### src/rtl/simon_note_player.sv
// Simon note playback sequencer.
// Pops notes off the stack and plays each as a gated tone followed by a gap.
module simon_note_player #(
    parameter int DATA_WIDTH  = 2,
    parameter int DEPTH       = 16,
    parameter int TONE_CYCLES = 25_000_000,
    parameter int GAP_CYCLES  = 5_000_000
) (
    input  logic                         i_clk,
    input  logic                         i_rst,
    input  logic                         i_start,
    input  logic                         i_abort,
    input  logic                         i_stack_empty,
    input  logic [DATA_WIDTH-1:0]        i_stack_data,
    output logic                         o_stack_pop,
    output logic [DATA_WIDTH-1:0]        o_note_sel,
    output logic                         o_note_en,
    output logic                         o_busy,
    output logic                         o_done,
    output logic [$clog2(DEPTH+1)-1:0]   o_note_count
);

    localparam int MAXC = (TONE_CYCLES > GAP_CYCLES) ? TONE_CYCLES : GAP_CYCLES;
    localparam int TW   = (MAXC > 1) ? $clog2(MAXC) : 1;
    localparam int CW   = $clog2(DEPTH + 1);

    localparam logic [TW-1:0] TONE_LD = TW'(TONE_CYCLES - 1);
    localparam logic [TW-1:0] GAP_LD  = TW'(GAP_CYCLES - 1);
    localparam logic [CW-1:0] CNT_MAX = CW'(DEPTH);

    typedef enum logic [2:0] {
        S_IDLE,
        S_FETCH,
        S_TONE,
        S_GAP,
        S_FINISH
    } state_t;

    state_t                r_state;
    logic [TW-1:0]         r_timer;
    logic [DATA_WIDTH-1:0] r_note_sel;
    logic                  r_note_en;
    logic                  r_busy;
    logic                  r_done;
    logic [CW-1:0]         r_count;
    logic                  w_pop;

    // Pop strobe is suppressed by reset and abort so no note is lost mid-cancel.
    assign w_pop = (r_state == S_FETCH) & ~i_stack_empty & ~i_abort & ~i_rst;

    assign o_stack_pop  = w_pop;
    assign o_note_sel   = r_note_sel;
    assign o_note_en    = r_note_en;
    assign o_busy       = r_busy;
    assign o_done       = r_done;
    assign o_note_count = r_count;

    // Playback FSM with registered outputs; reset beats abort beats start.
    always_ff @(posedge i_clk) begin
        if (i_rst) begin
            r_state    <= S_IDLE;
            r_timer    <= '0;
            r_note_sel <= '0;
            r_note_en  <= 1'b0;
            r_busy     <= 1'b0;
            r_done     <= 1'b0;
            r_count    <= '0;
        end else if (i_abort && (r_state != S_IDLE)) begin
            r_state   <= S_IDLE;
            r_note_en <= 1'b0;
            r_busy    <= 1'b0;
            r_done    <= 1'b0;
        end else begin
            r_done <= 1'b0;
            unique case (r_state)
                S_IDLE: begin
                    if (i_start && !i_abort) begin
                        r_count <= '0;
                        r_busy  <= 1'b1;
                        if (i_stack_empty) begin
                            r_state <= S_FINISH;
                            r_done  <= 1'b1;
                        end else begin
                            r_state <= S_FETCH;
                        end
                    end
                end
                S_FETCH: begin
                    if (!i_stack_empty) begin
                        r_note_sel <= i_stack_data;
                        if (r_count != CNT_MAX) begin
                            r_count <= r_count + 1'b1;
                        end
                        r_timer   <= TONE_LD;
                        r_note_en <= 1'b1;
                        r_state   <= S_TONE;
                    end else begin
                        r_state <= S_FINISH;
                        r_done  <= 1'b1;
                    end
                end
                S_TONE: begin
                    if (r_timer == '0) begin
                        r_timer   <= GAP_LD;
                        r_note_en <= 1'b0;
                        r_state   <= S_GAP;
                    end else begin
                        r_timer <= r_timer - 1'b1;
                    end
                end
                S_GAP: begin
                    if (r_timer == '0) begin
                        r_state <= S_FETCH;
                    end else begin
                        r_timer <= r_timer - 1'b1;
                    end
                end
                S_FINISH: begin
                    r_state <= S_IDLE;
                    r_busy  <= 1'b0;
                end
                default: begin
                    r_state <= S_IDLE;
                    r_busy  <= 1'b0;
                end
            endcase
        end
    end

endmodule

### config.mk
export PLATFORM = sky130hd
export DESIGN_NAME = simon_note_player
export DESIGN_NICKNAME = d
export VERILOG_FILES = /design/src/rtl/simon_note_player.sv
export SDC_FILE = /design/constraint.sdc
export NUM_CORES = 1
export LEC_CHECK = 0
export CAP_MARGIN = 20
export CORE_MARGIN = 2
export CORE_UTILIZATION = 35
export DETAILED_ROUTE_END_ITERATION = 8
export SYNTH_ARGS = -nofsm -noshare
export SYNTH_HDL_FRONTEND = slang
export SYNTH_SLANG_ARGS = --single-unit
### constraint.sdc
create_clock -name i_clk -period 2 [get_ports i_clk]
set_input_delay 0.2 -clock i_clk [delete_from_list [all_inputs] [get_ports i_clk]]
set_output_delay 0.2 -clock i_clk [all_outputs]
set_load 0.005 [all_outputs]
; ---- Yosys cells after proc, flatten, opt, wreduce, memory -nomap -nowiden
; Index checks and enable logic that the tools add are counted.
[totals]
ff_bits = 38
in_bits = 7
output_inout_bits = 11
word_cells = 66
[op_classes]
add_sub_neg = 2
eq_ne = 10
n_mux = 22
n_bitwise = 8
reduce_logical = 17
[op_table]
columns = operator, count
row1 = $mux W25, 3
row2 = $pmux W25 S3, 1
row3 = $logic_not A25 Y1, 1
row4 = $sub A25 B1 Y25 const B, 1
row5 = $mux W3, 5
row6 = $mux W5, 3
row7 = $pmux W3 S4, 1
row8 = $ne A2 B2 Y1 const B, 5
row9 = $pmux W5 S2, 1
row10 = $reduce_and A3 Y1, 3
row11 = $eq A3 B2 Y1 const B, 2
row12 = $pmux W1 S2, 3
row13 = $reduce_bool A3 Y1, 2
row14 = $add A5 B1 Y5 const B, 1
row15 = $mux W1, 5
row16 = $ne A5 B5 Y1 const B, 1
row17 = $not A1 Y1, 5
row18 = $reduce_and A5 Y1, 1
row19 = $reduce_and A4 Y1, 1
row20 = $reduce_bool A2 Y1, 2
row21 = $and A1 B1 Y1, 3
row22 = $eq A3 B1 Y1 const B, 1
row23 = $logic_not A3 Y1, 1
row24 = $reduce_or A3 Y1, 1
row25 = other kinds (5), 6

; ---- Depth between registers and ports, before layout
; Gate-level depths: netlist of run 1.
[logic_depth]
word_depth = 4
depth_mapped = 8
mapped_depth_nobuf = 7

; ---- Worst setup path after synthesis of run 1
; Ideal clock, no wire load.
[synth_timing]
path_kind = register -> register
start = register r_timer[14]
end = register r_timer[23]
setup_time_ns = 0.070
arrival_time_ns = 1.974
t_required_ns = 1.930
path_slack_ns = -0.043
stages_incl_launch_ff = 6
n_path_buf = 0
synth_period_minus_slack_ns = 2.043
cell_sequence = dfxtp_1 or3_4 or3_4 or4_1 or3_1 a21oi_1
[synth_between]
elab_chain_len = 3
word_cells_on_any_way = 7
classes_between = 1 x add/sub / 1 x eq/ne / 3 x mux / 2 x reduce/logical
[synth_lines]
columns = item, line
row1 = from (decl), 40  ; logic [TW-1:0] r_timer;
row2 = from (signal assigned), 108  ; r_timer <= r_timer - 1'b1;
row3 = from (signal assigned), 115  ; r_timer <= r_timer - 1'b1;
row4 = $sub A25 B1 Y25 or $logic_not A25 Y1 (tied branches), -
row5 = $mux W25 (tied with other cells), 112  ; if (r_timer == '0) begin
row6 = $pmux W25 S3 or $reduce_and A4 Y1 (tied branches), -
; Parallel ways exist; a longest one is shown, timed or not. The select of a mux whose other input is x is not followed.
; A chain may end at the register's enable or synchronous reset.

; ---- Worst setup path after layout of run 1
[layout_timing]
start = register r_state[1]
end = register r_timer[4]
[layout_between]
elab_chain_len = 4
word_cells_on_any_way = 11
classes_between = 5 x eq/ne / 1 x mux / 1 x bitwise / 4 x reduce/logical
[layout_lines]
columns = item, line
row1 = from (decl), 39  ; state_t r_state;
row2 = from (signal assigned), 61  ; r_state <= S_IDLE;
row3 = from (signal assigned), 69  ; r_state <= S_IDLE;
row4 = from (signal assigned), 81  ; r_state <= S_FINISH;
row5 = "parallel branches: the longest is 4 deep, another holds $reduce_and A4 Y1", -
; Parallel ways; which one is timed is not known.

==> results.md, run 1 <==
* Status: finished, violations left
* Failing checks: negative setup slack
* Post-synthesis net count at 289
* Synthesized flop and latch total at 38
* Hold path endpoint: o_note_sel[0]
* Gpl congestion at 0.905
* Total gr overflow at 0
* Die Wd at 84.1 um
* Pwr Total at 1.97 mW
* Overall Global Routing Usage at 0.210
* Number of vias in the routed layout at 2514
* Fillers at 588
* Top cell type's share of synthesized area at 0.339
* Core ar. at 6280 um^2
* Per-cell routed wire length at 16.9 um
* Reg2Reg Depth at 8
* Final Hold Viols at 0
* RR Endpoint: r_timer[4]
* CP delay by family, top: simple AND/OR/NAND/NOR gates
* Period minus WS final at 2070 ps
* Area grow syn2layout at 51.7%
* Arrival @ worst endpoint at 2240 ps
* CP startpoint: r_state[1]
* Clock transition at path regs at 80 ps
* Main synth FF type: dfxtp_1
* Fraction of layout cells with a size suffix above 1 at 0.398
* PnR worst setup slack at -73.2 ps
* Clock tree buffer depth at 2
* Post-route ant nets at 0
* Final setup violation count at 16
* First-pass GRT wire length at 12200 um
* CP Capture Type: flop
* Yosys cell types at 55
* Crit start category: flop
* Synth warn at 0
* Min-delay worst type: reg2reg
* Main area contributors after synthesis: dfxtp_1 (34%), a21oi_1 (4.5%), nand3_1 (4.2%), inv_1 (3.2%), nor3_1 (3.1%)
* H-tree depth at 2
* Worst path most repeated cell: buf_6
* Worst slack, placed at -71.4 ps
* Design area at 3400 um^2
* Slowest cell on crit path: or4bb_4
* Fin crit share at 1.04
* Drt pass-1 iters at 4
* Vias in the first global route at 2510
* # port buffers at 17
* Critical Path Fanout Max at 4
* Most frequent cells after synthesis: dfxtp_1 (38), a21oi_1 (20), inv_1 (19), nand3_1 (19), nor2_1 (17)
* Worst path bufs/invs at 3
* Post-synth EDFFs at 0
* Critical-path cell list: or4bb_4, nor4_4, buf_4, a21oi_4, buf_6, buf_6, nand4_1, o311ai_2
* Reg2reg setup slack at -70 ps
* Die area at 7070 um^2
* # DRC at 0
* Final wirelength at 7470 um
* CTS tree: built
* WS Path Type: reg2reg
* Seq/Total Area, Yosys at 0.339
* Yosys top cell by area: dfxtp_1
* Max Transition Viols Final at 0
* Pleak at 1.46 nW
* Post-Syn Area per Cell at 8.07 um^2
* Vias/cell at 5.70
* Slew headroom at 0.663
* Achievable Freq at 482 MHz
* Initial antenna violation count at 0
* Maximum VDD drop at 0.357 mV
* Final nets at 374
* Worst Path Required at 2170 ps
* TritonCTS buffer count at 5
* Most numerous cell in the Yosys netlist: dfxtp_1
* CTS sink cnt at 38
* Initial DRC Count at 136
* Final Hold Slack at 468 ps
* Worst-Skew Late Latency at 290 ps
* Die extent in y at 84.1 um
* Cells after Synth at 278
* Slowest stage delay, CP at 550 ps
* Hold Path Stages at 2
* Pin count of the biggest net entering global routing at 17
* Initial Utilization at 0.358
* Worst-margin pin slew at 504 ps
* MaxCap Viol Count at 0
* Number of diodes at 0
* Hold Crit Start: o_note_sel[0]
* RSZ-0062 raised after global routing: yes
* CTS root buf: clkbuf_8
* Placement Cell Area at 2940 um^2
* Worst Clk Skew at 5.56 ps
* Synth async-reset ratio at 0
* Post-detail-place hpwl at 5170 um
* PwrDens at 578 nW/um^2
* FF-to-FF Start: r_state[1]
* Mapped Area at 2240 um^2
* I/O pin total at 18
* Cell Rows at 29
[registers in the layout, summed over array words and instances (netlist names)]
name	flops
r_timer	25
o_busy	1
r_state	3
o_note_count	5
o_note_sel	2
o_done	1
o_note_en	1
[cell families (layout without fill, tap and decap cells)]
family / Yosys count / count (layout) / share of synthesized area
AOI/OAI and AO/OA: 77 / 77 / 0.235
xor gates and xnor gates: 6 / 6 / 0.0234
adders and majority gates: 4 / 4 / 0.0223
buffers and inverters: 33 / 119 / 0.0624
DFF: 38 / 38 / 0.339
and+or+nand+nor: 120 / 120 / 0.318
[worst register-to-register path, stage by stage (launching register included)]
cell	delay [ps]
dfxtp_2	360
or4bb_4	550
nor4_4	350
buf_4	200
a21oi_4	60
buf_6	140
buf_6	120
nand4_1	80
o311ai_2	110
[power breakdown]
part	switching [mW]	internal, mW
registers	0.0192	0.775
logic	0.322	0.293
clock network	0.279	0.278
[how the worst max path moves through the flow]
stage	endpoint	slack [ps]	cells after the start
floorplan	r_timer[23]	-6	5
global placement	r_timer[15]	-60	7
detailed placement	r_timer[15]	-70	7
CTS	r_timer[23]	-60	5
global route	r_timer[4]	-150	8
finish	r_timer[4]	-70	8
[routing by layer]
metal  up-vias  share of wire  GRT usage  wire length (um)
met5         -              0          0                 0
met4         0          0.027     0.0777               198
met3        20          0.049     0.0415               369
met2        73           0.48      0.347              3610
met1      1190           0.44      0.270              3290
li1       1231              -          -                 -
[cell type report]
cell class                      count  area (um^2)  area share
Sequential cell                    38          776       0.228
Tap cell                           77         96.3      0.0283
Timing Repair Buffer               92          782       0.230
Multi-Input combinational cell    207         1590       0.466
Clock inverter                      1         5.00     0.00147
Inverter                           19         71.3      0.0209
Clock buffer                        7         86.3      0.0254
[repair_timing]
item,CTS,global route
pin swaps,4,20
hold buffers,0,0
setup buffers,7,2
endpoints found under the setup margin,16,27
gates cloned,1,1
resized for setup,30,53
[stage by stage]
stage,utilization,cells,setup TNS [ps]
floorplan,-,278,-6.11
global placement,0.468,424,-199
detailed placement,0.468,424,-339
CTS,0.507,440,-83.6
global route,0.542,441,-2260
finish,0.542,441,-566
[placed cells by master, fill, tap and decap left out, types with 3 or more instances in the layout]
master,netlist,routed
buf_4,2,62
dfxtp_1,38,28
inv_1,19,19
nand3_1,19,17
clkdlybuf4s50_1,0,17
nor2_1,17,16
nand2_1,16,15
buf_6,0,13
nor3_1,14,11
a21oi_1,20,10
a21oi_2,0,9
o21ai_0,14,9
dfxtp_2,0,9
or3_4,2,7
or3_1,10,6
nand4_1,6,6
clkbuf_8,0,6
or4_1,9,5
a21o_1,5,4
nor2b_1,5,4
or4_4,0,4
a31oi_1,4,4
ha_1,4,4
nor4_4,2,3
and3_1,3,3
o21ai_2,0,3
o211ai_1,3,3
xor2_1,3,3
o31a_1,3,3
o32ai_2,0,3
Note: power is estimated with default switching activity, not from simulation.
==> run 2, diff against run 1 <==
--- a/config.mk
+++ b/config.mk
@@ -9,6 +9,7 @@
 export CORE_MARGIN = 2
 export CORE_UTILIZATION = 35
 export DETAILED_ROUTE_END_ITERATION = 8
+export DONT_BUFFER_PORTS = 1
 export SYNTH_ARGS = -nofsm -noshare
 export SYNTH_HDL_FRONTEND = slang
 export SYNTH_SLANG_ARGS = --single-unit
==> run 2 against run 1 <==
- the run still ends with negative setup slack left
- die area stayed put
- combinational power fell by 8.5%
- register-to-register slack about the same
- design area fell by 7.0%
- wire length is 0.66% higher
- cell count fell by 4.3%
- count of clock-buffer cells in the layout is the same
- sequential power is essentially flat
==> results.md, run 2 (synthesis gave the netlist of run 1 again) <==
* RSZ-0062 raised after global routing: yes
* Die extent in y at 84.1 um
* Placed insts at 404
* Slowest cell on crit path: or4_4
* Pwr Total at 1.92 mW
* Fraction of layout cells with a size suffix above 1 at 0.374
* Worst-margin pin slew at 366 ps
* Max reg flops at 25
* Pin count of the biggest net entering global routing at 26
* Failing checks: negative setup slack
* Slew headroom at 0.750
* Overall Global Routing Usage at 0.206
* Arrival @ worst endpoint at 2250 ps
* Sequential share of power at 0.416
* Gpl congestion at 0.892
* Fin cells at 422
* Worst-Skew Late Latency at 290 ps
* CTS tree: built
* Worst slack, placed at -115 ps
* Vias/cell at 6.00
* Psw at 595 uW
* Most common cell after layout, fill and taps aside: buf_4
* Vias in the first global route at 2395
* H-tree depth at 2
* Clock transition at path regs at 80 ps
* PwrDens at 605 nW/um^2
* Final Hold Viols at 0
* Die area at 7070 um^2
* Internal at 1.32 mW
* Fillers at 593
* CTS root buf: clkbuf_8
* Top reg by flops: r_timer
* Drt pass-1 iters at 4
* First-pass GRT wire length at 11700 um
* Achievable Freq at 480 MHz
* CP Capture Type: flop
* Slowest stage delay, CP at 520 ps
* Cell Rows at 29
* Area grow syn2layout at 41.1%
* Initial antenna violation count at 0
* CTS sink cnt at 38
* Post-detail-place hpwl at 5100 um
* Min-delay worst type: in2reg
* Number of vias in the routed layout at 2532
* PnR worst setup slack at -83.1 ps
* Final setup violation count at 11
* Sw Share at 0.311
* Critical-path cell list: nor4_2, buf_4, nand3_2, or4_4, buf_4, a31oi_1, o32ai_1
* WS Path Type: reg2reg
* Post-route ant nets at 0
* I/O pin total at 18
* Clock share of power at 0.290
* # port buffers at 0
* Maximum VDD drop at 0.341 mV
* MaxCap Viol Count at 0
* Die Wd at 84.1 um
* Worst Path Required at 2170 ps
* Core ar. at 6280 um^2
* Max Transition Viols Final at 0
* # DRC at 0
* Worst Clk Skew at 9.00 ps
* Per-cell routed wire length at 17.8 um
* Crit start category: flop
* Clock tree buffer depth at 2
* Status: finished, violations left
* TritonCTS buffer count at 5
* Initial DRC Count at 261
* Initial Utilization at 0.358
* Util after Layout at 0.504
* Comb power frac at 0.294
* CP delay by family, top: simple AND/OR/NAND/NOR gates
* Worst path bufs/invs at 2
* Critical Path Fanout Max at 7
* Number of diodes at 0
* Final wirelength at 7520 um
* Total gr overflow at 0
* Worst path most repeated cell: buf_4
* Most frequent cells in the layout: buf_4 (59), dfxtp_1 (31), inv_1 (19)
* Final Hold Slack at 8.51 ps
* Fin crit share at 1.04
* Final nets at 355
* Pleak at 1.37 nW
* Period minus WS final at 2080 ps
==> run 2: cell count changes in the layout (fill, tap and decap cells not counted), sizes merged <==
| cell | change |
|---|---|
| buf | -7 |
| dlygate4sd3 | +5 |
| clkdlybuf4s50 | -17 |
==> run 2: power groups by stage <==
stage | combinational (mW) | clock, mW | sequential [mW]
final | 0.563 | 0.556 | 0.797
after detailed placement | 0.471 | 0 | 0.812
after CTS | 0.497 | 0.559 | 0.795
after global routing | 0.606 | 0.594 | 0.799
after global placement | 0.471 | 0 | 0.811
after floorplan | 0.264 | 0 | 0.811
==> run 2: final cells by class <==
cell class / instances / area, um^2 / area share
Timing Repair Buffer: 73 / 597 / 0.188
Clock buffer: 7 / 86.3 / 0.0273
Clock inverter: 1 / 5.00 / 0.00158
Sequential cell: 38 / 769 / 0.243
Inverter: 19 / 71.3 / 0.0225
Multi-Input combinational cell: 207 / 1540 / 0.487
Tap cell: 77 / 96.3 / 0.0304
==> run 2: timing repair <==
action | CTS | global route
setup buffers | 2 | 4
cloned | 0 | 1
pin swaps | 9 | 21
setup endpoints to repair | 18 | 27
hold endpoints to repair | 7 | 2
hold buffers | 4 | 1
resized for setup | 22 | 45
==> run 2: final timing paths <==
kind                    from           to  slack [ps]  cells past startpoint
hold reg to reg   r_timer[7]   r_timer[7]         480                      2
setup reg to reg  r_timer[8]  r_timer[12]         -80                      7
setup / recovery  r_timer[8]  r_timer[12]         -80                      7
hold / removal       i_abort    o_note_en           9                      1
==> run 2: metal layers <==
layer,up-vias,global-route usage,wire [um]
met2,92,0.347,3720
met5,-,0,0
met3,17,0.0445,526
met1,1231,0.266,3170
li1,1192,-,-
met4,0,0.0528,104
==> run 2: worst register-to-register path: stages (launching register included) <==
cell	delay, ps
dfxtp_1	340
nor4_2	320
buf_4	180
nand3_2	120
or4_4	520
buf_4	190
a31oi_1	180
o32ai_1	110
==> run 2: per-stage QoR <==
stage	setup TNS, ps	cell area, um^2
floorplan	-6.11	2250
global placement	-399	2760
global route	-1830	3170
detailed placement	-787	2760
CTS	-212	2970
finish	-557	3170
